`config.mk`:
```
export PLATFORM = sky130hd
export DESIGN_NAME = crc32_d8
export DESIGN_NICKNAME = d
export VERILOG_FILES = /design/src/rtl/eth_pkg.sv /design/src/rtl/crc32_d8.sv
export SDC_FILE = /design/constraint.sdc
export NUM_CORES = 1
export LEC_CHECK = 0
export ABC_AREA = 1
export CORE_UTILIZATION = 35
export DETAILED_ROUTE_END_ITERATION = 8
export PLACE_DENSITY = 0.75
export SLEW_MARGIN = 0
export SYNTH_ARGS = -nofsm -noshare
export SYNTH_HDL_FRONTEND = slang
export SYNTH_SLANG_ARGS = --single-unit
```
`constraint.sdc`:
```
create_clock -name vclk -period 1.55
set_input_delay 0.31 -clock vclk [all_inputs]
set_output_delay 0.31 -clock vclk [all_outputs]
set_load 0.005 [all_outputs]
```
`src/rtl/eth_pkg.sv`:
```
// Shared Ethernet constants, rx_status bit positions and the RX frame FSM encoding.
`timescale 1ns/1ps
package eth_pkg;

  localparam logic [7:0]  ETH_PREAMBLE  = 8'h55;
  localparam logic [7:0]  ETH_SFD       = 8'hD5;
  localparam logic [31:0] CRC32_POLY    = 32'hEDB88320;
  localparam logic [31:0] CRC32_RESIDUE = 32'hDEBB20E3;
  localparam logic [47:0] ETH_BCAST     = 48'hFFFF_FFFF_FFFF;

  localparam int ST_CRC_ERR   = 0;
  localparam int ST_GMII_ERR  = 1;
  localparam int ST_RUNT      = 2;
  localparam int ST_OVERSIZE  = 3;
  localparam int ST_ADDR_MISS = 4;

  typedef enum logic [1:0] {
    S_IDLE = 2'd0,
    S_PRE  = 2'd1,
    S_DATA = 2'd2,
    S_DROP = 2'd3
  } rx_state_e;

endpackage

```
`src/rtl/crc32_d8.sv`:
```
// Byte-wide next-state function of the reflected Ethernet CRC-32.
`timescale 1ns/1ps
module crc32_d8
  import eth_pkg::*;
(
  input  logic [31:0] crc_in,
  input  logic [7:0]  d,
  output logic [31:0] crc_out
);

  logic [31:0] c;

  always_comb begin
    c = crc_in ^ {24'h0, d};
    for (int i = 0; i < 8; i++) begin
      c = c[0] ? ((c >> 1) ^ CRC32_POLY) : (c >> 1);
    end
    crc_out = c;
  end

endmodule

```
==> results.py, run 1 <==
metrics = {
    "synth": {
        "syn_area_um2": 1370,
        "synth_nets": 297,
        "yosysSeqAreaShare_pct": 0,
        "synth.distinct_cells": 17,
        "synth_cells": 257,
        "synth_area_per_cell_um2": 5.35,
        "synth_warnings": 0,
    },
    "global_route": {
        "grt_max_degree": 8,
        "overflow": 227,
        "grt_util_all_layers_pct": 87.4,
    },
    "outcome": {
        "status": "did not finish",
        "error_line": "[ERROR GRT-0232] Routing congestion too high. Check the congestion heatmap in the GUI.",
        "stop_stage": "global routing",
    },
    "place": {
        "port_buffers": 72,
        "gp_congestion": 0.803,
        "dp_hpwl_mm": 3.33,
    },
    "sta": {
        "grt_repair_worst_endpoint": "crc_out[21]",
        "worstEndpointType": "top-level output",
    },
    "floorplan": {
        "chipWidth_um": 64.7,
        "die_h_um": 64.7,
        "placementRows": 22,
        "initial_core_util_pct": 37.0,
        "ios": 72,
    },
    "clock_network": {
        "hold_buffers": 0,
    },
}
logic make-up after synthesis:
family,Yosys count,share of synthesized area [%]
XOR/XNOR,33,23.1
buffers and inverters,41,11.6
AND/OR/NAND/NOR,183,65.3
metrics by stage:
stage / cells / utilization [%] / worst slack [ns] / cell area, µm² / setup TNS, ns
after floorplan: 257 / - / 0.172 / 1370 / 0
after global placement: 402 / 63.0 / -0.904 / 2340 / -24.87
after detailed placement: 402 / 63.0 / -0.904 / 2340 / -25.52
after CTS: 441 / 82.6 / -0.174 / 3070 / -1.71
layer usage:
layer | GRT overflow | track usage [%]
met1 | 5 | 78.2
met2 | 140 | 115
met3 | 3 | 61.6
met4 | 79 | 110
met5 | 0 | 11.1
Yosys cell counts (all sizes together):
master / number / area (µm²)
xnor2: 7 / 68.8
nand2: 156 / 753
xor2: 25 / 226
nand4: 1 / 6.26
inv: 41 / 159
or2: 2 / 12.5
xnor3: 1 / 22.5
nand3: 24 / 125
repair_timing:
action / in CTS
buffers inserted: 39
resized for setup: 375
endpoints found under the setup margin: 32
pin swaps: 92
==> run 2, diff against run 1 <==
Settings changed: CORE_UTILIZATION 35 to 20, PLACE_DENSITY 0.75 to not set, PLACE_DENSITY_LB_ADDON set to 0.15.
==> results.py, run 2 <==
metrics = {
    "synth": {
        "syn_area_um2": 1370,
        "synth_cells": 257,
        "yosysSeqAreaShare_pct": 0,
        "synth_top_area_cell": "nand2_1",
        "synth_commonest_cells": "nand2_1 (122), inv_1 (35), xor2_1 (24)",
        "synth_warnings": 0,
        "synth_area_per_cell_um2": 5.35,
        "synth_top_cells_by_area": "nand2_1 (33%), xor2_1 (15%), inv_1 (9.6%), nand2_2 (9.6%), nand2_4 (9.0%)",
        "yosysMostFrequentCell": "nand2_1",
        "yosys.area.top_type_share_pct": 33.3,
        "synth_nets": 297,
        "synth.distinct_cells": 17,
    },
    "power": {
        "power_density_nw_per_um2": 462,
        "p_leak_nw": 2.01,
        "power_mw": 1.73,
        "max-vdd-ir-drop_v": 0.000193,
    },
    "final_layout": {
        "drive_above_1_share_pct": 66.3,
        "clock_buffers": 0,
        "final_cells": 489,
        "most-common-layout-cells": "nand2_1 (65), buf_6 (50), nand2_4 (43)",
        "syn_to_final_growth_pct": 172,
        "antenna-diode-count": 0,
        "multi_input_comb_area_um2": 1940,
        "seq_cells": 0,
        "nets": 454,
        "register_area_um2": 0,
        "final_common_cell": "nand2_1",
        "utilization_pct": 57.6,
        "n_fill_cell": 561,
    },
    "place": {
        "gp_congestion": 0.737,
        "placed_cells": 436,
        "port_buffers": 72,
        "dp_hpwl_mm": 3.73,
        "post-place-ws_ns": -0.949,
    },
    "detailed_routing": {
        "first_pass_iters": 6,
        "num_vias": 2089,
        "finalWirelength_mm": 6.04,
        "dr_wl_met2_mm": 3.43,
        "detail-route-antenna-nets": 0,
        "drt_iter0_markers": 29,
        "drc": 2,
        "top_layer": "met4",
        "wl_met1_mm": 2.32,
        "via_per_inst": 4.27,
        "route.met3.wl_um": 172,
        "routedWlPerCell_um": 12.3,
    },
    "floorplan": {
        "design.die.area_um2": 7200,
        "initial_core_util_pct": 21.2,
        "core_um2": 6490,
        "placementRows": 29,
        "die_h_um": 84.9,
        "ios": 72,
        "chipWidth_um": 84.9,
    },
    "global_route": {
        "grt_pass1_vias": 2112,
        "antenna_found_initial": 0,
        "grt_max_degree": 9,
        "overflow": 0,
        "grt_util_all_layers_pct": 15.5,
        "grt_first_pass_wirelength_mm": 9.23,
    },
    "sta": {
        "slew_viol_final": 0,
        "hold_violations": 0,
        "setup_viol_count_final": 26,
        "tightestPinTransition_ns": 0.190,
        "slew_headroom_pct": 87.3,
        "setup_slack_ns": -0.180,
        "hold_slack_ns": 1.03,
        "fin_crit_sh_pct": 112,
        "rsz0062_at_grt": "yes",
        "period_needed_ns": 1.73,
        "max_freq_mhz": 578,
    },
    "setup_path": {
        "cpPeakStageDelay_ns": 0.14,
        "crit_type": "in2out",
        "critPathArrivalTime_ns": 1.42,
        "crit_path_top_delay_cell": "buf_6",
        "crit_chain": "buf_12, clkinv_8, nand2_8, nand2_8, nand2_8, nand2_8, buf_6, nand2_4, nand2_4, buf_6, nand3_2, nand2_1, buf_2",
        "crit_buf_inv": 5,
        "critical-path-top-delay-family": "simple AND/OR/NAND/NOR gates",
        "cp_max_fo": 5,
        "start_kind": "primary input",
        "critPathMostFrequentCell": "nand2_8",
        "crit_required_ns": 1.24,
        "worstSetupEndpointType": "output port",
    },
    "worst_hold_path": {
        "hold_path_class": "in2out",
    },
    "outcome": {
        "failed_checks": "design-rule violations, negative setup slack",
        "status": "finished, violations left",
    },
    "run": {
        "max-cap-violations": 0,
    },
    "clock_network": {
        "hold_buffers": 0,
    },
}
[run 2: cell counts after synthesis]
No cell type changed its count.
[run 2: kinds of logic after synthesis]
| kind of cell | synth area share (%) |
|---|---|
| xor+xnor | 23.1 |
| buf+inv | 11.6 |
| simple gates | 65.3 |
[run 2: cell type report]
class	count	share of cell area, %
Timing Repair Buffer	155	39.0
Inverter	41	6.46
Multi-Input combinational cell	216	51.9
Tap cell	77	2.58
[run 2: stage by stage]
stage,cell area [µm²],setup TNS (ns)
5_1_grt,3740,-4.11
2_1_floorplan,1370,0
6_report,3740,-2.68
3_3_place_gp,2420,-25.71
3_5_place_dp,2420,-26.34
4_1_cts,3360,-1.67
[run 2: worst min-delay path, cell delays in order]
cell and delay (ns):
dlymetal6s2s_1 0.09, xnor2_1 0.06, inv_1 0.04, dlygate4sd2_1 0.22
[run 2: per-layer routing]
metal,GRT usage [%],vias up
li1,-,1066
met1,18.2,972
met2,31.7,40
met3,0.389,11
met4,1.85,0
met5,0,-
[run 2: path summary, 6_finish.rpt]
kind,startpoint,endpoint,cells past startpoint
worst min-delay path,crc_in[17],crc_out[9],4
worst max-delay path,crc_in[0],crc_out[20],13
[run 2: report_power, final]
part | internal [mW] | switching (mW)
combinational | 0.897 | 0.831
clock | 0 | 0
sequential | 0 | 0
total | 0.897 | 0.831
[run 2: timing repair]
item,in CTS,in global routing
setup buffers,42,15
pin swaps,92,49
setup endpoints to repair,32,31
gates resized for setup,413,66
No activity file was read; power rests on OpenSTA's default activity.
